[src/rtl/ultrasonic_echo_responder.sv]
// Sensor-side ultrasonic ranging model: qualifies a trigger pulse, waits a burst
// delay, then returns an echo whose width in cycles equals the latched distance.
module ultrasonic_echo_responder #(
    parameter int unsigned MIN_TRIG    = 10,
    parameter int unsigned BURST_DELAY = 8,
    parameter int unsigned HOLDOFF     = 16,
    parameter int unsigned DIST_W      = 13
) (
    input  logic              clk,
    input  logic              reset,
    input  logic              trig,
    input  logic [DIST_W-1:0] distance,
    output logic              echo,
    output logic              busy,
    output logic              trig_err
);

    localparam int unsigned TCNT_W = 8;
    localparam int unsigned HOLD_W = $clog2(HOLDOFF + 1);

    localparam logic [2:0] S_IDLE  = 3'd0;
    localparam logic [2:0] S_TRIG  = 3'd1;
    localparam logic [2:0] S_DELAY = 3'd2;
    localparam logic [2:0] S_ECHO  = 3'd3;
    localparam logic [2:0] S_HOLD  = 3'd4;

    logic [2:0]        state_q,    state_d;
    logic              trig_q;
    logic [TCNT_W-1:0] trig_cnt_q, trig_cnt_d;
    logic [DIST_W-1:0] dly_cnt_q,  dly_cnt_d;
    logic [DIST_W-1:0] echo_cnt_q, echo_cnt_d;
    logic [HOLD_W-1:0] hold_cnt_q, hold_cnt_d;
    logic [DIST_W-1:0] dist_q,     dist_d;
    logic              echo_q,     echo_d;
    logic              busy_q,     busy_d;
    logic              err_q,      err_d;
    logic              trig_rise_c;

    assign trig_rise_c = trig & ~trig_q;

    // State and counter registers; reset aborts any operation immediately.
    always_ff @(posedge clk or posedge reset) begin
        if (reset) begin
            state_q    <= S_IDLE;
            trig_q     <= 1'b0;
            trig_cnt_q <= '0;
            dly_cnt_q  <= '0;
            echo_cnt_q <= '0;
            hold_cnt_q <= '0;
            dist_q     <= '0;
            echo_q     <= 1'b0;
            busy_q     <= 1'b0;
            err_q      <= 1'b0;
        end else begin
            state_q    <= state_d;
            trig_q     <= trig;
            trig_cnt_q <= trig_cnt_d;
            dly_cnt_q  <= dly_cnt_d;
            echo_cnt_q <= echo_cnt_d;
            hold_cnt_q <= hold_cnt_d;
            dist_q     <= dist_d;
            echo_q     <= echo_d;
            busy_q     <= busy_d;
            err_q      <= err_d;
        end
    end

    // Next-state and registered-output logic.
    always_comb begin
        state_d    = state_q;
        trig_cnt_d = trig_cnt_q;
        dly_cnt_d  = dly_cnt_q;
        echo_cnt_d = echo_cnt_q;
        hold_cnt_d = hold_cnt_q;
        dist_d     = dist_q;
        echo_d     = echo_q;
        busy_d     = busy_q;
        err_d      = 1'b0;

        case (state_q)
            S_IDLE: begin
                if (trig_rise_c) begin
                    state_d    = S_TRIG;
                    busy_d     = 1'b1;
                    trig_cnt_d = TCNT_W'(1);
                end
            end
            S_TRIG: begin
                if (trig) begin
                    if (trig_cnt_q < TCNT_W'(MIN_TRIG)) begin
                        trig_cnt_d = trig_cnt_q + TCNT_W'(1);
                    end
                end else if (trig_cnt_q >= TCNT_W'(MIN_TRIG)) begin
                    state_d   = S_DELAY;
                    dist_d    = distance;
                    dly_cnt_d = '0;
                end else begin
                    state_d = S_IDLE;
                    err_d   = 1'b1;
                    busy_d  = 1'b0;
                end
            end
            S_DELAY: begin
                if (dly_cnt_q == DIST_W'(BURST_DELAY - 1)) begin
                    if (dist_q != '0) begin
                        state_d    = S_ECHO;
                        echo_d     = 1'b1;
                        echo_cnt_d = '0;
                    end else begin
                        // Zero distance means "no object": skip straight to holdoff.
                        state_d    = S_HOLD;
                        hold_cnt_d = '0;
                    end
                end else begin
                    dly_cnt_d = dly_cnt_q + DIST_W'(1);
                end
            end
            S_ECHO: begin
                if (echo_cnt_q == dist_q - DIST_W'(1)) begin
                    state_d    = S_HOLD;
                    echo_d     = 1'b0;
                    hold_cnt_d = '0;
                end else begin
                    echo_cnt_d = echo_cnt_q + DIST_W'(1);
                end
            end
            S_HOLD: begin
                if (hold_cnt_q == HOLD_W'(HOLDOFF - 1)) begin
                    state_d = S_IDLE;
                    busy_d  = 1'b0;
                end else begin
                    hold_cnt_d = hold_cnt_q + HOLD_W'(1);
                end
            end
            default: begin
                state_d = S_IDLE;
                echo_d  = 1'b0;
                busy_d  = 1'b0;
            end
        endcase
    end

    assign echo     = echo_q;
    assign busy     = busy_q;
    assign trig_err = err_q;

endmodule

[config.mk]
export PLATFORM = sky130hd
export DESIGN_NAME = ultrasonic_echo_responder
export DESIGN_NICKNAME = d
export VERILOG_FILES = /design/src/rtl/ultrasonic_echo_responder.sv
export SDC_FILE = /design/constraint.sdc
export NUM_CORES = 1
export LEC_CHECK = 0
export ABC_AREA = 1
export BUFFER_PORTS_ARGS = -buffer_cell sky130_fd_sc_hd__clkbuf_2
export CAP_MARGIN = 30
export CORE_MARGIN = 5
export CORE_UTILIZATION = 35
export CTS_BUF_LIST = sky130_fd_sc_hd__clkbuf_2 sky130_fd_sc_hd__clkbuf_4 sky130_fd_sc_hd__clkbuf_8
export CTS_CLUSTER_DIAMETER = 30
export CTS_CLUSTER_SIZE = 25
export DETAILED_ROUTE_END_ITERATION = 12
export RECOVER_POWER = 25
export SLEW_MARGIN = 20
export SYNTH_ARGS = -nofsm -noshare
export SYNTH_HDL_FRONTEND = slang
export SYNTH_SLANG_ARGS = --single-unit
[constraint.sdc]
create_clock -name clk -period 4.2 [get_ports clk]
set_clock_uncertainty 0.2 [all_clocks]
set_input_delay 0 -clock clk [delete_from_list [all_inputs] [get_ports clk]]
set_output_delay 0 -clock clk [all_outputs]
set_load 0.005 [all_outputs]
==> results of run 1 <==
synthesized netlist by cell type:
cell      count
a21boi_0      1
a21oi_1       9
a31oi_1       2
buf_2         3
buf_6         2
buf_8         1
clkbuf_1      2
clkbuf_2      3
clkinv_1      1
dfrtp_1      59
ha_1          8
inv_1        65
inv_2         1
nand2_1     140
nand2_2       8
nand3_1      40
nand3_2       2
nand3b_1      3
nand4_1      13
nand4_2       1
nor2_1       54
nor2_2        6
nor2_4        3
nor3_1       11
nor3_2        1
nor3b_1       1
nor4_1        4
o211a_1       1
o21ai_0      25
o21ai_1       1
o21ai_2       2
o22ai_1       3
o32ai_1       1
or2_0         1
xnor2_1       7
xor2_1       16
where the power goes:
part           internal, mW  switching, mW
Combinational        0.0142         0.0157
Clock                 0.290          0.237
Sequential            0.568       0.000103
flip-flops by register name, summed over array words and instances, names as in the netlist:
signal,count
echo,1
trig_cnt_q,8
trig_err,1
echo_cnt_q,13
trig_q,1
state_q,3
dist_q,13
dly_cnt_q,13
hold_cnt_q,5
busy,1
worst paths after layout:
check	endpoint	startpoint	depth (start not counted)
worst max register to register	echo_cnt_q[3]	dist_q[0]	15
worst max-delay path	echo_cnt_q[3]	dist_q[0]	15
min in group asynchronous	hold_cnt_q[3]	reset	4
worst min-delay path	trig_q	trig	2
max in group asynchronous	echo_cnt_q[0]	reset	4
worst min register to register	hold_cnt_q[4]	hold_cnt_q[4]	2
cell type report:
cell class | instances | area [sq um]
clock inverters | 6 | 63.8
repair buffers | 34 | 241
flip-flops and latches | 59 | 1480
fillers | 1070 | 6050
clock buffers | 10 | 138
inverters | 67 | 251
well taps | 136 | 170
multi-input cells | 364 | 1840
stage by stage:
| stage | util, % | instance area (sq um) | hold WS [ns] | worst slack, ns |
|---|---|---|---|---|
| floorplan | - | 3640 | -0.169 | 2.09 |
| global route | 40.9 | 4180 | 0.219 | 1.11 |
| global placement | 37.5 | 3840 | -0.0330 | 1.57 |
| CTS | 40.9 | 4190 | 0.154 | 1.45 |
| detailed placement | 37.5 | 3840 | -0.0303 | 1.47 |
| finish | 40.9 | 4180 | 0.199 | 1.43 |
repair_timing:
item | 4_1_cts | 5_1_grt
setup endpoints to repair | 0 | 0
hold buffers | 15 | 0
hold endpoints to repair | 79 | 0
logic make-up after synthesis:
family,after synthesis,synth area share [%]
xor+xnor,23,5.53
compound gates,45,6.87
flops,59,40.5
buf+inv,78,8.96
fa+ha+maj,8,2.75
simple gates,288,35.4
critical path: stages (launching register included):
cell	delay, ns
dfrtp_1	0.40
inv_1	0.17
ha_1	0.26
nand2_1	0.11
nor2_2	0.14
nand2_1	0.07
nand2_1	0.08
nand2_1	0.05
nor2_1	0.08
nand2_1	0.06
nor2_1	0.08
nand3_1	0.10
nand2_2	0.31
nand2_2	0.32
nand2_1	0.17
o21ai_2	0.06
metal layers:
metal / track usage [%] / routed length [um] / vias up
met4: 5.85 / 161 / 0
met1: 19.1 / 4050 / 1495
met2: 22.5 / 3940 / 42
met3: 2.59 / 229 / 10
met5: 0 / 0 / -
li1: - / - / 1670
==> summary.md, run 1 <==
| Metric | Value |
|---|---|
| Antenna diodes | 0 |
| Worst hold path class | primary input to flip-flop |
| Nets | between 500 and 600 |
| Core ar. | 10200 sq um |
| Setup Fix Bufs, Post-CTS | 0 |
| Period utilisation layout | approximately two thirds |
| Share of cells above drive strength 1 | 10.4% |
| Initial Util | 35.6% |
| CP required | 4.21 ns |
| DRC Markers | 0 |
| Placer Congestion | 0.859 |
| Congestion Overflow GR | 0 |
| Post-layout power | 1.13 mW |
| P_leak | 2.02 nW |
| Max Slew Vio Count | 0 |
| FP Rows | 37 |
| Status | complete, no violations |
| Reg2reg setup slack | 1.43 ns |
| Pwr dens | 269 nW/um^2 |
| Largest area contributor in the netlist | dfrtp_1 |
| Critical path launch point type | flip-flop |
| Post-synthesis sequential area ratio | 40.5% |
| Reg clk slew, reported paths | 0.07 ns |
| Vias per cell | 4.76 |
| Commonest non-fill, non-tap cell in the layout | nand2_1 |
| Die X | roughly 110 um |
| CP max FO | 20 |
| Worst endpoint data arrival time | about 2.8 ns |
| Final wirelength | 8.37 mm |
| Crit path kind | flip-flop to flip-flop |
| Antenna-violating nets left | 0 |
| Clk sink count | 59 |
| Max Cap Viol | 0 |
| Final hold viol count | 0 |
| Syn_area_per_cell | between 7 and 8 sq um |
| Worst-case clock buffer depth | 2 |
| Buffers on Ports | 18 |
| DIE HEIGHT | 112 um |
| Die area | 12600 sq um |
| Antenna violations before repair | 0 |
| Most frequent cells in the layout | 140 x nand2_1, 64 x inv_1, 59 x dfrtp_1 |
| Capturing element type of the critical path | flip-flop |
| Layout area overhead | 14.8% |
| RSZ-0062 raised after global routing | no |
| Max Clk Rate | between 300 and 400 MHz |
| Slew @ Worst Pin | 1.47 ns |
| Area share of the leading cell type in the synthesized netlist | approximately 41% |
| Clock Latency Late Sink | 0.33 ns |
| Global-route wire length before repair | 14.8 mm |
| Synth cell types | 36 |
| Final Critical Period | 2.77 ns |
| Fin Setup TNS | 0 ns |
| Top cells by area, synth | dfrtp_1 41%, nand2_1 14%, inv_1 6.7% |
| Syn. warnings | 0 |
| Final HPWL DP | around 6.0 mm |
| Post-Synthesis Cells | 501 |
| Largest net degree at the start of global routing | 60 |
| Finish-stage setup viols | 0 |
| Drt first pass iters | 4 |
| Final non-filler cell total | 676 |
| Worst slew margin | around 1.8% |
| Syn Nets | 525 |
| Top-level I/O count | 19 |
| H-tree depth | 3 |
| Tot GR Track Use | 14.2% |
| Root Driver | clkbuf_8 |
| VDD IR max | 0.157 mV |
| TritonCTS clock tree | yes |
| Detailed Route Iter0 Violations | between 200 and 250 |
| Vias post-DR | 3217 |
| Yosys reg bits | 59 |
| Avg WL per Cell | 12.4 um |
| Num CTS Buffers | 9 |
| Placed cells | 645 |
| Mapped cell area | 3640 sq um |
| CTS-repair resized insts | 0 |
| Vias in the first global route | 3147 |
No activity file was read; power rests on OpenSTA's default activity.
==> run 2, diff against run 1 <==
--- a/config.mk
+++ b/config.mk
@@ -5,7 +5,7 @@
 export SDC_FILE = /design/constraint.sdc
 export NUM_CORES = 1
 export LEC_CHECK = 0
-export ABC_AREA = 1
+export ABC_AREA = 0
 export BUFFER_PORTS_ARGS = -buffer_cell sky130_fd_sc_hd__clkbuf_2
 export CAP_MARGIN = 30
 export CORE_MARGIN = 5
==> constraint.sdc (replaced) <==
create_clock -name clk -period 2.8 [get_ports clk]
set_clock_uncertainty 0.2 [all_clocks]
set_input_delay 0 -clock clk [delete_from_list [all_inputs] [get_ports clk]]
set_output_delay 0 -clock clk [all_outputs]
set_load 0.005 [all_outputs]
==> run 2 against run 1 <==
Flip-flop and latch count unchanged. The flow now finishes with violations (setup timing). Clock power increased by 47%. Critical path depth decreased by 7. Hold slack got worse by 0.0040 ns. Sequential share of layout area decreased by 0.68 points. Sequential power increased by 130%. Power increased to 3.2 times the previous value. Wire length decreased by 9.9%. Via count decreased by 13%. Synthesized cell count decreased by 30%. Cell count decreased by 18%.
==> summary.md, run 2 <==
| Metric | Value |
|---|---|
| Most frequent cells in the layout | 59 x dfrtp_1, 32 x nor2_1, 30 x buf_4 |
| Worst hold path class | primary input to flip-flop |
| Synth cell types | 56 (+56%) |
| FF-to-FF End | echo_cnt_q[6] |
| Final instance area | 4270 sq um (+2.0%) |
| Pwr dens | 841 nW/um^2 (+210%) |
| Buffers on Ports | 18 (unchanged) |
| Dpl cell area | 3790 sq um (-1.2%) |
| DIE HEIGHT | 108 um (-3.5%) |
| Global-route wire length before repair | 13.1 mm (-12%) |
| Slew @ Worst Pin | 0.681 ns (-0.793 ns) |
| Tot GR Track Use | 14.1% (-0.049 points) |
| Largest area contributor in the netlist | dfrtp_1 |
| CP top delay family | simple AND/OR/NAND/NOR gates |
| Vias per cell | 5.07 (+6.5%) |
| Num CTS Buffers | 9 (unchanged) |
| Area of the multi-input gates | 1850 sq um (+0.20%) |
| Net switching power | 1.35 mW (+430%) |
| Failing checks | setup timing |
| Sequential share of power | 36.2% (-14 points) |
| Worst slew margin | 54.6% (+53 points) |
| Max Clk Rate | 335 MHz (-7.2%) |
| H-tree depth | 3 (unchanged) |
| Int Pwr | 2.23 mW (+160%) |
| Yosys reg bits | 59 (unchanged) |
| Worst endpoint data arrival time | 3.04 ns (+0.26 ns) |
| Nets | 443 (-21%) |
| Max Cap Viol | 0 (unchanged) |
| Critical path launch point type | flip-flop |
| RSZ-0062 raised after global routing | yes |
| Syn. warnings | 0 (unchanged) |
| Worst hold endpoint | trig_q |
| Clock Latency Late Sink | 0.34 ns (about the same) |
| Period utilisation layout | 107% (+41 points) |
| CP max FO | 5 (-75%) |
| Avg WL per Cell | 13.6 um (+10%) |
| Top-level I/O count | 19 (unchanged) |
| Largest registers | dist_q: 13 flops, dly_cnt_q: 13 flops, echo_cnt_q: 13 flops |
| Post-synthesis sequential area ratio | 43.8% (+3.3 points) |
| Commonest non-fill, non-tap cell in the layout | dfrtp_1 |
| Fill cell count | 896 (-16%) |
| Area share of the leading cell type in the synthesized netlist | 43.8% (+3.3 points) |
| Reg2reg setup slack | -0.19 ns (-1.62 ns) |
| Top cells by area, synth | dfrtp_1 44%, mux2i_1 4.2%, nor2_1 3.6% |
| Worst path most repeated cell | or4_4 |
| CP Depth | 8 (-7) |
| Finish-stage setup viols | 21 (+21) |
| Worst-case clock buffer depth | 2 (unchanged) |
| Congestion Overflow GR | 0 (unchanged) |
| Reg clk slew, reported paths | 0.07 ns (about the same) |
| Die area | 11700 sq um (-6.8%) |
| Placed cells | 517 (-20%) |
| Largest net degree at the start of global routing | 29 (-52%) |
| Antenna violations before repair | 0 (unchanged) |
| VDD IR max | 0.471 mV (+200%) |
| Post-Synthesis Cells | 352 (-30%) |
| Register area | 1480 sq um (unchanged) |
| Sw Share | 37.7% (+15 points) |
| TritonCTS clock tree | yes |
| Dominant cell by count in the synthesized netlist | dfrtp_1 |
| Vias post-DR | 2804 (-13%) |
| Final Critical Period | 2.99 ns (+0.216 ns) |
| Die X | 108 um (-3.5%) |
| Core ar. | 9330 sq um (-8.8%) |
| Vias in the first global route | 2760 (-12%) |
| Final HPWL DP | 5.44 mm (-9.0%) |
| Clk sink count | 59 (unchanged) |
| Initial Util | 36.2% (+0.54 points) |
| Clock power frac | 21.6% (-25 points) |
| CP Buf/Inv Count | 1 (unchanged) |
| Number of synthesized flops with an enable pin | 0 (unchanged) |
| Fraction of registers with async set/reset | 100% (unchanged) |
| Crit path cell chain | or4_4, or4_4, or4b_4, a32oi_4, nand4_4, buf_6, nand4_1, mux2i_1 |
| Syn Nets | 376 (-28%) |
| FF-to-FF path depth | 8 (-7) |
| Mapped cell area | 3370 sq um (-7.4%) |
| Capturing element type of the critical path | flip-flop |
| Dpl ws | -0.270 ns (-1.74 ns) |
| Status | complete, but fails checks |
| Critical path's slowest cell | or4_4 |
| Placer Congestion | 0.829 (-3.5%) |
| Final hold viol count | 0 (unchanged) |
| DRC Markers | 0 (unchanged) |
| Crit path kind | flip-flop to flip-flop |
| CP required | 2.85 ns (-1.36 ns) |
| Ys flop type | dfrtp_1 |
| Final wirelength | 7.54 mm (-9.9%) |
| Max Slew Vio Count | 0 (unchanged) |
| Detailed Route Iter0 Violations | 122 (-48%) |
| Logic pwr share | 42.2% (+40 points) |
| Share of cells above drive strength 1 | 25.2% (+15 points) |
| Worst setup slack after layout | -0.188 ns (-1.62 ns) |
| Final non-filler cell total | 553 (-18%) |
| Drt first pass iters | 4 (unchanged) |
| Hold Path Stages | 2 (unchanged) |
| Antenna diodes | 0 (unchanged) |
| Syn_area_per_cell | 9.58 sq um (+32%) |
| Layout area overhead | 26.4% |
| Antenna-violating nets left | 0 (unchanged) |
| FP Rows | 35 (-5.4%) |
| FF-to-FF Start | dist_q[1] |
| Commonest cells in the netlist | 59 x dfrtp_1, 32 x nor2_1, 27 x nand2_1, 18 x inv_1, 18 x o21ai_0 |
| Root Driver | clkbuf_8 |
| Max incr delay on CP | 0.52 ns (+0.12 ns) |
| Hold Crit Start | trig |
| P_leak | 1.97 nW (-2.8%) |
run 2: how the worst max path moves through the flow:
stage	from	to
final	dist_q[1]	echo_cnt_q[6]
after global placement	dist_q[0]	echo_cnt_q[0]
after global routing	dist_q[1]	echo_cnt_q[11]
after detailed placement	dist_q[0]	echo_cnt_q[9]
after floorplan	dist_q[0]	echo_cnt_q[5]
after CTS	dist_q[1]	echo_cnt_q[6]
run 2: layer usage:
| metal | up-vias | routed length [um] | global-route usage (%) |
|---|---|---|---|
| met3 | 10 | 184 | 3.10 |
| met4 | 0 | 107 | 5.23 |
| met2 | 30 | 3590 | 23.0 |
| li1 | 1407 | - | - |
| met5 | - | 0 | 0 |
| met1 | 1357 | 3660 | 18.4 |
run 2: logic make-up after synthesis:
kind of cell / count (synthesis) / share of synthesized area (%)
buffers and inverters: 31 / 4.27
adders and majority gates: 8 / 2.97
muxes: 24 / 7.49
AOI/OAI and AO/OA: 63 / 12.1
DFF: 59 / 43.8
xor gates and xnor gates: 22 / 5.71
and+or+nand+nor: 145 / 23.7
run 2: repair_timing:
action / CTS / global route
pin swaps: 8 / 4
hold buffers: 16 / 0
buffers inserted: 2 / 1
cloned: 1 / 0
gates resized for setup: 18 / 8
endpoints found under the setup margin: 22 / 22
hold endpoints to repair: 76 / 0
run 2: per-stage QoR:
stage               setup TNS, ns  hold WS, ns  utilization (%)  total power [mW]
finish                      -2.24        0.195             45.7              3.59
floorplan                   -1.83       -0.169                -              2.22
global route                -4.96        0.190             45.7              3.87
global placement            -3.12       -0.214             40.6              2.62
detailed placement          -4.40       -0.210             40.6              2.66
CTS                         -3.17        0.143             45.5              3.59
run 2: worst reg2reg max path: cells and delay by family, from the launching register on:
family / cells / cell delay, ns
muxes: 1 / 0.20
DFF: 1 / 0.40
and+or+nand+nor: 5 / 1.72
AOI/OAI and AO/OA: 1 / 0.21
buffers and inverters: 1 / 0.17
run 2: power by group through the flow:
stage | sequential [mW] | clock, mW | combinational [mW]
6_report | 1.30 | 0.776 | 1.51
5_1_grt | 1.33 | 0.843 | 1.69
3_3_place_gp | 1.30 | 0 | 1.32
3_5_place_dp | 1.31 | 0 | 1.35
2_1_floorplan | 1.26 | 0 | 0.962
4_1_cts | 1.30 | 0.808 | 1.49
run 2: final cells by class:
class | count | area share [%]
Clock buffer | 10 | 3.08
Clock inverter | 6 | 1.55
Inverter | 18 | 1.58
Multi-Input combinational cell | 262 | 43.3
Sequential cell | 59 | 34.6
Tap cell | 129 | 3.78
Timing Repair Buffer | 69 | 12.1
